[config.mk]
export PLATFORM = sky130hd
export DESIGN_NAME = byte_uart_tx
export DESIGN_NICKNAME = d
export VERILOG_FILES = /design/src/rtl/byte_uart_tx.sv
export SDC_FILE = /design/constraint.sdc
export NUM_CORES = 1
export LEC_CHECK = 0
export BUFFER_PORTS_ARGS = -buffer_cell sky130_fd_sc_hd__buf_2
export CORE_UTILIZATION = 50
export CTS_BUF_LIST = sky130_fd_sc_hd__clkbuf_8
export DETAILED_ROUTE_END_ITERATION = 16
export PLACE_DENSITY = 0.7
export SLEW_MARGIN = 40
export SYNTH_ARGS = -nofsm -noshare
export SYNTH_HDL_FRONTEND = slang
export SYNTH_SLANG_ARGS = --single-unit
[constraint.sdc]
create_clock -name clk -period 2.35 [get_ports clk]
set_clock_uncertainty 0.2 [all_clocks]
set_input_delay 0.235 -clock clk [delete_from_list [all_inputs] [get_ports clk]]
set_output_delay 0.235 -clock clk [all_outputs]
set_load 0.01 [all_outputs]
[src/rtl/byte_uart_tx.sv]
// byte_uart_tx: buffers bytes from a valid/ready port in a small circular FIFO
// and shifts each one out as an 8N1 UART frame (start, 8 data LSB first, stop).
// The baud rate is fixed at build time by CLKS_PER_BIT; there is no receiver.
module byte_uart_tx #(
   parameter int CLKS_PER_BIT = 16,
   parameter int FIFO_DEPTH   = 4
) (
   input  logic                        clk,
   input  logic                        rst_n,
   input  logic [7:0]                  in_data,
   input  logic                        in_valid,
   output logic                        in_ready,
   output logic                        tx,
   output logic                        busy,
   output logic [$clog2(FIFO_DEPTH):0] fifo_count
);

   localparam int BW = $clog2(CLKS_PER_BIT);
   localparam int PW = $clog2(FIFO_DEPTH);
   localparam int CW = PW + 1;
   localparam logic [BW-1:0] BAUD_LAST  = BW'(CLKS_PER_BIT - 1);
   localparam logic [CW-1:0] COUNT_FULL = CW'(FIFO_DEPTH);

   typedef enum logic [1:0] {S_IDLE, S_START, S_DATA, S_STOP} state_t;

   state_t        r_state;
   state_t        w_state_next;
   logic [BW-1:0] r_baud;
   logic [2:0]    r_bit;
   logic [7:0]    r_shift;
   logic [7:0]    w_shift_next;
   logic          r_tx;
   logic          w_tx_next;
   logic          r_busy;
   logic          w_busy_next;
   logic [7:0]    r_mem [FIFO_DEPTH];
   logic [PW-1:0] r_wr_ptr;
   logic [PW-1:0] r_rd_ptr;
   logic [CW-1:0] r_count;
   logic          w_push;
   logic          w_pop;
   logic          w_baud_done;
   logic          w_bit_last;

   // Ready comes only from the registered count, so a pop at full cannot
   // open a same-cycle write slot.
   assign in_ready    = (r_count < COUNT_FULL) && rst_n;
   assign w_push      = in_valid && in_ready;
   assign w_baud_done = (r_baud == BAUD_LAST);
   assign w_bit_last  = (r_bit == 3'd7);

   assign tx         = r_tx;
   assign busy       = r_busy;
   assign fifo_count = r_count;

   // FIFO storage; contents are don't-care until pointed at, so no reset
   always_ff @(posedge clk) begin
      if (w_push) r_mem[r_wr_ptr] <= in_data;
   end

   // FIFO pointers (wrap naturally, depth is a power of 2) and occupancy
   always_ff @(posedge clk) begin
      if (!rst_n) begin
         r_wr_ptr <= '0;
         r_rd_ptr <= '0;
         r_count  <= '0;
      end else begin
         if (w_push) r_wr_ptr <= r_wr_ptr + 1'b1;
         if (w_pop)  r_rd_ptr <= r_rd_ptr + 1'b1;
         if (w_push && !w_pop)      r_count <= r_count + 1'b1;
         else if (!w_push && w_pop) r_count <= r_count - 1'b1;
      end
   end

   // FSM state register
   always_ff @(posedge clk) begin
      if (!rst_n) r_state <= S_IDLE;
      else        r_state <= w_state_next;
   end

   // Next-state logic; a pop happens when leaving IDLE or at the end of STOP
   always_comb begin
      w_state_next = r_state;
      w_pop        = 1'b0;
      case (r_state)
         S_IDLE: begin
            if (r_count != '0) begin
               w_pop        = 1'b1;
               w_state_next = S_START;
            end
         end
         S_START: begin
            if (w_baud_done) w_state_next = S_DATA;
         end
         S_DATA: begin
            if (w_baud_done && w_bit_last) w_state_next = S_STOP;
         end
         S_STOP: begin
            if (w_baud_done) begin
               if (r_count != '0) begin
                  w_pop        = 1'b1;
                  w_state_next = S_START;
               end else begin
                  w_state_next = S_IDLE;
               end
            end
         end
         default: w_state_next = S_IDLE;
      endcase
   end

   // Output logic: next shift value and the line level for the upcoming state
   always_comb begin
      w_shift_next = r_shift;
      if (w_pop) begin
         w_shift_next = r_mem[r_rd_ptr];
      end else if ((r_state == S_DATA) && w_baud_done) begin
         w_shift_next = {1'b0, r_shift[7:1]};
      end
      w_tx_next = 1'b1;
      case (w_state_next)
         S_START: w_tx_next = 1'b0;
         S_DATA:  w_tx_next = w_shift_next[0];
         default: w_tx_next = 1'b1;
      endcase
      w_busy_next = (w_state_next != S_IDLE);
   end

   // Baud and bit counters restart on every state or bit transition
   always_ff @(posedge clk) begin
      if (!rst_n) begin
         r_baud <= '0;
         r_bit  <= '0;
      end else begin
         if ((r_state == S_IDLE) || w_baud_done) r_baud <= '0;
         else                                     r_baud <= r_baud + 1'b1;
         if (r_state != S_DATA) r_bit <= '0;
         else if (w_baud_done)  r_bit <= r_bit + 1'b1;
      end
   end

   // Shift register is pure datapath; it is loaded before it is ever observed
   always_ff @(posedge clk) begin
      r_shift <= w_shift_next;
   end

   // Registered line and busy flag so tx only moves on bit boundaries
   always_ff @(posedge clk) begin
      if (!rst_n) begin
         r_tx   <= 1'b1;
         r_busy <= 1'b0;
      end else begin
         r_tx   <= w_tx_next;
         r_busy <= w_busy_next;
      end
   end

endmodule

==> results of run 1 <==
cell usage in the layout (no fill, tap or decap), types with 2 or more instances in the layout:
master,instances
sky130_fd_sc_hd__dlygate4sd3_1,8
sky130_fd_sc_hd__xnor2_1,5
sky130_fd_sc_hd__edfxtp_1,39
sky130_fd_sc_hd__clkinvlp_4,2
sky130_fd_sc_hd__mux2i_1,2
sky130_fd_sc_hd__inv_2,3
sky130_fd_sc_hd__nand2_1,21
sky130_fd_sc_hd__and3_1,5
sky130_fd_sc_hd__a21boi_1,2
sky130_fd_sc_hd__clkbuf_8,9
sky130_fd_sc_hd__dfxtp_1,19
sky130_fd_sc_hd__mux4_2,7
sky130_fd_sc_hd__nor2_1,5
sky130_fd_sc_hd__buf_2,16
sky130_fd_sc_hd__a21oi_1,3
sky130_fd_sc_hd__xor2_1,3
sky130_fd_sc_hd__o21ai_0,10
sky130_fd_sc_hd__ha_2,2
sky130_fd_sc_hd__and2_1,7
sky130_fd_sc_hd__nor2b_1,2
sky130_fd_sc_hd__buf_4,12
sky130_fd_sc_hd__bufinv_16,2
sky130_fd_sc_hd__inv_1,7
sky130_fd_sc_hd__nand3_1,2
sky130_fd_sc_hd__ha_1,10
final cells by class:
class | instances | share of cell area [%]
Sequential cell | 60 | 51.0
Clock inverter | 7 | 2.96
Inverter | 9 | 1.08
Timing Repair Buffer | 36 | 8.00
Multi-Input combinational cell | 109 | 30.3
Tap cell | 67 | 2.68
Clock buffer | 9 | 3.96
registers in the layout, indices dropped and copies added, names as in the netlist, named ones only:
signal	count
fifo_count	3
r_state	2
r_bit	3
r_mem	32
tx	1
r_wr_ptr	2
busy	1
r_shift	8
r_rd_ptr	2
r_baud	4
metrics by stage:
stage          cell area [um^2]  setup WS (ps)  instances
3_3_place_gp               2800           32.5        271
2_1_floorplan              2600           37.4        183
6_report                   3130          -2.64        297
5_1_grt                    3130          -81.5        297
4_1_cts                    3130          -24.3        297
3_5_place_dp               2800          -95.3        271
worst max-delay path, stage by stage, from the launching register on:
cell and delay, ps:
sky130_fd_sc_hd__dfxtp_2 350, sky130_fd_sc_hd__inv_2 60, sky130_fd_sc_hd__ha_4 160, sky130_fd_sc_hd__a41oi_2 200
sky130_fd_sc_hd__nor3_4 70, sky130_fd_sc_hd__inv_1 80, sky130_fd_sc_hd__ha_2 180, sky130_fd_sc_hd__inv_2 40
sky130_fd_sc_hd__fa_2 320, sky130_fd_sc_hd__xor2_1 150, sky130_fd_sc_hd__or3_1 320, sky130_fd_sc_hd__a21boi_1 150
layer usage:
layer	wire [um]	vias to the layer above	part of all wire (%)	global-route usage (%)
met5	0	-	0	0
met2	2130	32	48	30.0
met1	2060	760	46	23.6
met3	176	8	4.0	6.04
met4	78	0	1.8	8.55
li1	-	751	-	-
what timing repair did:
| action | CTS | global route |
|---|---|---|
| endpoints found under the hold margin | 32 | 0 |
| resized for setup | 4 | 0 |
| pin swaps | 1 | 0 |
| hold buffers | 8 | 0 |
| buffers inserted | 2 | 0 |
| endpoints found under the setup margin | 1 | 1 |
path summary, 6_finish.rpt:
kind                            startpoint       endpoint  cells past startpoint  slack, ps
worst max register to register  r_state[1]  fifo_count[2]                     11         -3
worst min register to register   r_baud[0]      r_baud[0]                      1        250
worst min-delay path                 rst_n             tx                      3         80
worst max-delay path            r_state[1]  fifo_count[2]                     11         -3
synthesized netlist by cell type (2+ instances only):
master,count,area (um^2)
sky130_fd_sc_hd__ha_1,13,163
sky130_fd_sc_hd__mux4_2,7,158
sky130_fd_sc_hd__mux2i_1,2,20.0
sky130_fd_sc_hd__inv_1,9,33.8
sky130_fd_sc_hd__nor2_1,5,18.8
sky130_fd_sc_hd__o21ai_0,11,55.1
sky130_fd_sc_hd__dfxtp_1,21,420
sky130_fd_sc_hd__nand2_1,21,78.8
sky130_fd_sc_hd__buf_6,2,22.5
sky130_fd_sc_hd__a21oi_1,3,15.0
sky130_fd_sc_hd__xor2_1,3,26.3
sky130_fd_sc_hd__xnor2_1,5,43.8
sky130_fd_sc_hd__nor2b_1,2,12.5
sky130_fd_sc_hd__edfxtp_1,39,1170
sky130_fd_sc_hd__and3_1,5,31.3
sky130_fd_sc_hd__nand3_1,2,10.0
sky130_fd_sc_hd__and2_1,7,43.8
where the power goes:
part           internal, mW  switching [mW]
sequential             1.34          0.0879
clock                 0.592           0.399
combinational         0.468           0.521
cell families (layout without fill, tap and decap cells):
kind of cell             after synthesis  in the layout  share of synthesized area (%)
XOR/XNOR                               8              8                           2.71
AND/OR/NAND/NOR                       53             53                           11.1
buffers and inverters                 14             61                           2.76
multiplexers                          10             10                           7.89
adder cells (fa/ha/maj)               14             14                           7.07
AO/OA/AOI/OAI                         24             24                           6.87
flip-flops                            60             60                           61.6
==> run summary, run 1 <==
Clock network
- sky130_fd_sc_hd__clkbuf_8 — CTS Root Buffer Type
- 2 — clock tree buffer depth
- 60 ps — Clk pin slew, worst setup/hold paths
- 60 — number of sinks driven by the clock tree
- 9 — number of buffers inserted during clock tree synthesis
- done — clock tree from TritonCTS
- 330 ps — clock latency of the later-clocked register in the worst-skew pair
- 3 — depth of the CTS H-tree

Finish
- 64.5% — final cell utilization of the core
- 0 — Antenna diodes
- 30.4% — fraction of layout instances using a drive strength above 1
- 947 um^2 — multi-input gate area in the final layout
- 250 — nets@finish
- 368 — Fillers
- 21.0% — Layout Area Growth over Synthesis
- 1600 um^2 — sequential cell area

Yosys
- 43 — number of distinct standard cells referenced by the synthesized netlist
- 208 — post-synth net total
- 39 — Post-synth EDFFs
- 0% — share of flip-flops with an asynchronous set or reset
- 61.6% — portion of the post-synthesis area used by sequential elements
- sky130_fd_sc_hd__edfxtp_1 — most frequently used flop master after synthesis
- 2580 um^2 — Post-Syn Area
- 183 — cell count after synthesis
- 60 — Seq cells post-synth
- 0 — Warnings, synthesis
- 14.1 um^2 — Post-Synthesis Mean Instance Area

GRT
- 18.9% — overall fraction of global-route tracks in use
- 19 — maximum number of pins on one net before global-route repair
- 7250 um — first-pass GRT wire length
- 1566 — number of global-route vias before repair
- 0 — residual overflow from global routing
- 0 — number of antenna violations at the first check in global routing

Detailed routing
- 4450 um — total length of routed wires
- 5.22 — vias per cell
- 4 — Initial DRT Pass Iterations
- 1551 — number of vias in the routed layout
- 15.0 um — WL per Instance
- 77 — DRC violation total after the first TritonRoute iteration
- 0 — number of nets still failing antenna checks after routing
- 0 — DRC Markers

Timing
- 1 — number of endpoints failing setup at the final stage
- 82.6 ps — Post-Route Hold Slack
- -2.64 ps — Setup WS post-layout
- 50.6% — normalized max-slew margin
- 2350 ps — minimum clock period
- yes — unrepaired setup endpoints after global routing
- 735 ps — transition time at the pin with the least slew margin
- 425 MHz — max frequency
- 0 — max-slew violations
- 100% — final worst path period share
- 0 — total count of hold-check failures in the final report
- -2.64 ps — Setup TNS

Placement
- 2980 um — post-detail-place hpwl
- 16 — total of buffers placed on input and output ports
- 0.783 — routability-driven placement congestion ratio

Pwr
- 842 uV — worst voltage drop across the vdd grid
- 3.41 mW — overall power consumption
- 1090 nW/um^2 — pwr dens
- 1.14 nW — Lkg Pwr

Outcome
- finished, violations left — run status
- negative setup slack — failing checks

Critical path
- 2400 ps — arrival time at the worst endpoint
- register — startpoint kind of the worst setup timing path
- register — sort of element at the end of the critical path
- reg -> reg — crit path kind
- 3 — maximum fanout along the worst path
- 2400 ps — required time worst endpoint

Floorplanning
- 25 — site row count
- 73.9 um — height of the die
- 53.3% — starting density of the core
- 73.9 um — Die X
- 17 — number of placed I/O pins
- 5460 um^2 — die area
- 4850 um^2 — core area

Flow run
- 0 — number of max-capacitance violations reported

Hold path
- in -> reg — Hold Path Class

(Power assumes the default switching activity.)
==> run 2: changes to the inputs <==
SETUP_SLACK_MARGIN = 0.4   (was not set)
==> run summary, run 2 (synthesized netlist as in run 1, its figures left out) <==
Timing
- 0 — max-slew violations, unchanged
- 431 MHz — max frequency, +1.3%
- 2320 ps — minimum clock period, -30.8 ps
- yes — unrepaired setup endpoints after global routing
- 98.8% — final worst path period share, -1.3 points
- 53.9% — normalized max-slew margin, +3.3 points
- 687 ps — transition time at the pin with the least slew margin, -48.6 ps
- 0 — total count of hold-check failures in the final report, unchanged
- 0 — number of endpoints failing setup at the final stage, -1
- 81.2 ps — Post-Route Hold Slack, -1.35 ps

Critical path
- r_state[0] — launch point of the worst reg-to-reg path
- 2380 ps — arrival time at the worst endpoint, -20 ps
- 30 ps — setup slack on the worst flop-to-flop path, +30 ps
- reg -> reg — crit path kind
- register — startpoint kind of the worst setup timing path
- 11 — path depth of the worst reg2reg path, unchanged
- 2410 ps — required time worst endpoint, about the same
- 5 — maximum fanout along the worst path, +2
- fifo_count[2] — worst reg2reg path endpoint
- register — sort of element at the end of the critical path

Floorplanning
- 25 — site row count, unchanged
- 5460 um^2 — die area, unchanged
- 73.9 um — height of the die, unchanged
- 17 — number of placed I/O pins, unchanged
- 53.3% — starting density of the core, unchanged
- 4850 um^2 — core area, unchanged
- 73.9 um — Die X, unchanged

Clock network
- 3 — depth of the CTS H-tree, unchanged
- 9 — number of buffers inserted during clock tree synthesis, unchanged
- 2 — clock tree buffer depth, unchanged
- done — clock tree from TritonCTS
- 60 — number of sinks driven by the clock tree, unchanged
- sky130_fd_sc_hd__clkbuf_8 — CTS Root Buffer Type
- 330 ps — clock latency of the later-clocked register in the worst-skew pair, about the same
- 70 ps — Clk pin slew, worst setup/hold paths, about the same

GRT
- 0 — number of antenna violations at the first check in global routing, unchanged
- 18.7% — overall fraction of global-route tracks in use, -0.16 points
- 19 — maximum number of pins on one net before global-route repair, unchanged
- 7390 um — first-pass GRT wire length, +2.0%
- 1590 — number of global-route vias before repair, +1.5%
- 0 — residual overflow from global routing, unchanged

Pwr
- 30.0% — switching power share of the total, +0.47 points
- 30.7% — share of total power in combinational logic, +1.7 points
- 1.16 nW — Lkg Pwr, +2.0%
- 2.47 mW — cell-internal power, +2.7%
- 1100 nW/um^2 — pwr dens, +0.58%
- 832 uV — worst voltage drop across the vdd grid, -1.3%
- 28.3% — share of power burned in the clock network, -0.8 points
- 1.06 mW — Net Switching, +5.0%
- 41.0% — part of the total power dissipated in sequential elements, -0.9 points

Detailed routing
- 15.0 um — WL per Instance, +0.34%
- 110 — DRC violation total after the first TritonRoute iteration, +43%
- 5.14 — vias per cell, -1.6%
- 1541 — number of vias in the routed layout, -0.64%
- 0 — number of nets still failing antenna checks after routing, unchanged
- 4 — Initial DRT Pass Iterations, unchanged
- 4510 um — total length of routed wires, +1.3%
- 0 — DRC Markers, unchanged

Outcome
- finished, final reports clean — run status

Hold path
- in -> reg — Hold Path Class
- rst_n — hold path startpoint
- tx — Hold Crit Endpoint
- 3 — cell count of the worst hold path, unchanged

Finish
- 3210 um^2 — Layout Cell Area excl Fill, +2.8%
- 0 — Antenna diodes, unchanged
- 253 — nets@finish, +1.2%
- 32 — number of flip-flops in the largest register, unchanged
- 33.5% — fraction of layout instances using a drive strength above 1, +3.0 points
- 24.3% — Layout Area Growth over Synthesis
- 39 x sky130_fd_sc_hd__edfxtp_1, 21 x sky130_fd_sc_hd__nand2_1, 17 x sky130_fd_sc_hd__dfxtp_1 — top library cells by usage in the layout, fill and taps aside
- 354 — Fillers, -3.8%
- sky130_fd_sc_hd__edfxtp_1 — most frequent standard cell in the layout excluding fill and tap cells
- r_mem — top register by number of flip-flops
- r_mem (32), r_shift (8), r_baud (4) — registers with the most flip-flops

Placement
- 0.799 — routability-driven placement congestion ratio, +2.0%
- 2780 um^2 — cell area reported after detailed placement, -0.63%
- 16 — total of buffers placed on input and output ports, unchanged
- 2910 um — post-detail-place hpwl, -2.3%

Flow run
- 0 — number of max-capacitance violations reported, unchanged

run 2: cell type report:
| type | count | area, um^2 | share of cell area [%] |
|---|---|---|---|
| sequential | 60 | 1600 | 49.9 |
| multi-input combinational | 109 | 995 | 30.9 |
| timing repair buffer | 39 | 277 | 8.60 |
| clock buffer | 9 | 124 | 3.85 |
| clock inverter | 7 | 92.6 | 2.88 |
| tap | 67 | 83.8 | 2.61 |
| inverter | 9 | 38.8 | 1.21 |
run 2: stage by stage:
stage	utilization [%]	std cells	setup TNS (ps)	power (mW)	setup WS (ps)
2_1_floorplan	-	183	0	2.16	64.2
3_3_place_gp	57.4	267	0	2.35	50.0
3_5_place_dp	57.4	267	-40.4	2.41	-40.4
4_1_cts	65.2	297	-30.0	3.46	-30.0
5_1_grt	66.3	300	-37.4	3.70	-37.4
6_report	66.3	300	0	3.52	28.2
run 2: how the worst max path moves through the flow:
stage	start	cells after the start	endpoint
after floorplan	r_state[1]	11	fifo_count[2]
after global routing	r_state[0]	11	fifo_count[2]
after detailed placement	r_state[1]	11	fifo_count[2]
final	r_state[0]	11	fifo_count[2]
after CTS	r_state[0]	11	fifo_count[2]
after global placement	r_state[1]	11	fifo_count[2]
run 2: per-layer routing:
layer	global-route usage [%]	vias to the layer above	part of all wire, %
li1	-	752	-
met4	9.62	0	1.6
met3	4.39	10	3.4
met1	24.5	749	48
met2	29.2	30	47
met5	0	-	0
run 2: critical path: stages, from the launching register on:
cell	delay, ps
sky130_fd_sc_hd__dfxtp_4	400
sky130_fd_sc_hd__inv_4	50
sky130_fd_sc_hd__ha_4	170
sky130_fd_sc_hd__a41oi_4	190
sky130_fd_sc_hd__nor3_4	70
sky130_fd_sc_hd__inv_2	80
sky130_fd_sc_hd__ha_4	130
sky130_fd_sc_hd__inv_2	30
sky130_fd_sc_hd__fa_2	330
sky130_fd_sc_hd__xor2_1	160
sky130_fd_sc_hd__or3_1	310
sky130_fd_sc_hd__a21boi_1	130
run 2: power by group through the flow:
stage	sequential [mW]	clock, mW	combinational [mW]
floorplan	1.45	0	0.707
global placement	1.44	0	0.909
detailed placement	1.45	0	0.954
CTS	1.44	1.00	1.02
global route	1.46	1.05	1.18
finish	1.44	0.996	1.08
run 2: timing repair:
item	CTS	global route
setup endpoints to repair	10	12
endpoints found under the hold margin	32	0
resized for setup	10	7
hold buffers	8	0
buffers inserted	6	3
pin swaps	2	3
==> run 3: changes to the inputs <==
CORE_MARGIN = 5   (was not set)
==> run summary, run 3 (synthesized netlist as in run 1, its figures left out) <==
Detailed routing
- 5 — Initial DRT Pass Iterations, +1
- 166 — DRC violation total after the first TritonRoute iteration, +51%
- 5.20 — vias per cell, +1.2%
- 0 — number of nets still failing antenna checks after routing, unchanged
- 1564 — number of vias in the routed layout, +1.5%
- 15.9 um — WL per Instance, +5.8%
- 0 — DRC Markers, unchanged
- 4790 um — total length of routed wires, +6.2%

GRT
- 0 — residual overflow from global routing, unchanged
- 19 — maximum number of pins on one net before global-route repair, unchanged
- 0 — number of antenna violations at the first check in global routing, unchanged
- 7980 um — first-pass GRT wire length, +7.9%
- 1628 — number of global-route vias before repair, +2.4%
- 16.4% — overall fraction of global-route tracks in use, -2.3 points

Placement
- 16 — total of buffers placed on input and output ports, unchanged
- 3280 um — post-detail-place hpwl, +13%
- 0.841 — routability-driven placement congestion ratio, +5.3%
- 270 — Placed Cells, +1.1%

Timing
- 2350 ps — minimum clock period, +32.5 ps
- 425 MHz — max frequency, -1.4%
- 0 — total count of hold-check failures in the final report, unchanged
- yes — unrepaired setup endpoints after global routing
- 100% — final worst path period share, +1.4 points
- 94.4 ps — Post-Route Hold Slack, +13.1 ps
- -4.33 ps — Setup WS post-layout, -32.5 ps
- 68.2% — normalized max-slew margin, +14 points
- 477 ps — transition time at the pin with the least slew margin, -210 ps
- 0 — max-slew violations, unchanged
- 1 — number of endpoints failing setup at the final stage, +1

Finish
- 39 x sky130_fd_sc_hd__edfxtp_1, 21 x sky130_fd_sc_hd__nand2_1, 16 x sky130_fd_sc_hd__dfxtp_1, 16 x sky130_fd_sc_hd__buf_2, 14 x sky130_fd_sc_hd__buf_4 — top library cells by usage in the layout, fill and taps aside
- r_mem (32), r_shift (8), r_baud (4) — registers with the most flip-flops
- sky130_fd_sc_hd__edfxtp_1 — most frequent standard cell in the layout excluding fill and tap cells
- r_mem — top register by number of flip-flops
- 415 — Fillers, +17%
- 34.2% — fraction of layout instances using a drive strength above 1, +0.72 points
- 252 — nets@finish, -0.40%
- 0 — Antenna diodes, unchanged
- 23.4% — Layout Area Growth over Synthesis
- 32 — number of flip-flops in the largest register, unchanged
- 301 — number of cells in the finished layout apart from fillers, +0.33%

Flow run
- 0 — number of max-capacitance violations reported, unchanged

Floorplanning
- 81.9 um — Die X, +11%
- 26 — site row count, +4.0%
- 5070 um^2 — core area, +4.7%
- 50.9% — starting density of the core, -2.4 points
- 81.9 um — height of the die, +11%
- 17 — number of placed I/O pins, unchanged
- 6710 um^2 — die area, +23%

Critical path
- fifo_count[2] — worst reg2reg path endpoint
- inv_4 > ha_4 > a41oi_2 > nor3_4 > inv_2 > ha_4 > inv_2 > fa_2 > xor2_1 > or3_1 > a21boi_2 — series of cell instances along the critical path
- 2410 ps — arrival time at the worst endpoint, +30 ps
- sky130_fd_sc_hd__dfxtp_4 — Critical-path top delay cell
- adder cells — cell family with most CP delay
- 11 — number of logic stages on the critical path including buffering, unchanged
- 11 — path depth of the worst reg2reg path, unchanged
- -4 ps — setup slack on the worst flop-to-flop path, -30 ps
- 4 — maximum fanout along the worst path, -1
- reg -> reg — crit path kind
- 3 — Bufs and invs on worst path, unchanged
- register — sort of element at the end of the critical path
- 390 ps — slowest cell delay on critical path, about the same
- 2410 ps — required time worst endpoint, about the same
- r_state[1] — launch point of the worst reg-to-reg path
- register — startpoint kind of the worst setup timing path
- r_state[1] — start point of the critical path

Clock network
- done — clock tree from TritonCTS
- 2 — clock tree buffer depth, unchanged
- 70 ps — Clk pin slew, worst setup/hold paths, about the same
- 9 — number of buffers inserted during clock tree synthesis, unchanged
- 60 — number of sinks driven by the clock tree, unchanged
- 330 ps — clock latency of the later-clocked register in the worst-skew pair, about the same
- sky130_fd_sc_hd__clkbuf_8 — CTS Root Buffer Type
- 3 — depth of the CTS H-tree, unchanged

Pwr
- 1.15 nW — Lkg Pwr, -0.96%
- 740 uV — worst voltage drop across the vdd grid, -11%
- 3.47 mW — overall power consumption, -1.6%
- 42.3% — part of the total power dissipated in sequential elements, +1.3 points
- 27.5% — share of power burned in the clock network, -0.8 points
- 2.43 mW — cell-internal power, -1.3%
- 29.8% — switching power share of the total, -0.22 points
- 30.2% — share of total power in combinational logic, -0.5 points
- 1.03 mW — Net Switching, -2.3%
- 1090 nW/um^2 — pwr dens, -0.87%

Hold path
- rst_n — hold path startpoint
- in -> reg — Hold Path Class
- 3 — cell count of the worst hold path, unchanged
- tx — Hold Crit Endpoint

Outcome
- finished, violations left — run status
- negative setup slack — failing checks

[run 3: repair_timing]
item                       in CTS  in global routing
pin swaps                       3                  1
gates resized for setup        13                  5
buffers inserted                7                  1
hold buffers                    8                  0
hold endpoints to repair       32                  0
setup endpoints to repair      10                  5
[run 3: how the worst max path moves through the flow]
stage                          endpoint  slack [ps]
final                     fifo_count[2]          -4
after global placement    fifo_count[2]          50
after detailed placement  fifo_count[2]         -90
after CTS                 fifo_count[2]          30
after global routing      fifo_count[2]         -80
after floorplan           fifo_count[2]          60
[run 3: power by group through the flow]
| stage | Sequential, mW | Clock [mW] | Combinational, mW |
|---|---|---|---|
| after CTS | 1.46 | 0.966 | 1.05 |
| final | 1.46 | 0.955 | 1.05 |
| after global placement | 1.46 | 0 | 0.891 |
| after detailed placement | 1.48 | 0 | 0.949 |
| after floorplan | 1.45 | 0 | 0.707 |
| after global routing | 1.49 | 1.02 | 1.16 |
[run 3: metal layers]
| layer | GRT usage [%] | vias up | share of wire (%) | wire [um] |
|---|---|---|---|---|
| met2 | 26.9 | 28 | 50 | 2400 |
| li1 | - | 750 | - | - |
| met4 | 7.48 | 0 | 1.5 | 70 |
| met1 | 20.6 | 779 | 45 | 2150 |
| met3 | 3.62 | 7 | 3.4 | 164 |
| met5 | 0 | - | 0 | 0 |
[run 3: worst reg2reg max path, cell delays in order, from the launching register on]
cell,delay (ps)
sky130_fd_sc_hd__dfxtp_4,390
sky130_fd_sc_hd__inv_4,50
sky130_fd_sc_hd__ha_4,160
sky130_fd_sc_hd__a41oi_2,200
sky130_fd_sc_hd__nor3_4,80
sky130_fd_sc_hd__inv_2,90
sky130_fd_sc_hd__ha_4,130
sky130_fd_sc_hd__inv_2,40
sky130_fd_sc_hd__fa_2,330
sky130_fd_sc_hd__xor2_1,160
sky130_fd_sc_hd__or3_1,330
sky130_fd_sc_hd__a21boi_2,130
[run 3: final cells by class]
cell class	count	area, um^2	area share [%]
Sequential cell	60	1600	50.2
Multi-Input combinational cell	109	992	31.1
Timing Repair Buffer	38	265	8.31
Clock buffer	9	124	3.88
Tap cell	70	87.6	2.75
Clock inverter	6	80.1	2.51
Inverter	9	38.8	1.22
[run 3: metrics by stage]
| step | TNS, ps | worst slack, ps | area (um^2) | utilization (%) |
|---|---|---|---|---|
| final | -4.33 | -4.33 | 3190 | 62.9 |
| after global routing | -78.7 | -78.7 | 3190 | 62.9 |
| after CTS | 0 | 30.7 | 3170 | 62.5 |
| after detailed placement | -86.9 | -86.9 | 2790 | 54.9 |
| after global placement | 0 | 49.0 | 2790 | 54.9 |
| after floorplan | 0 | 64.2 | 2610 | - |
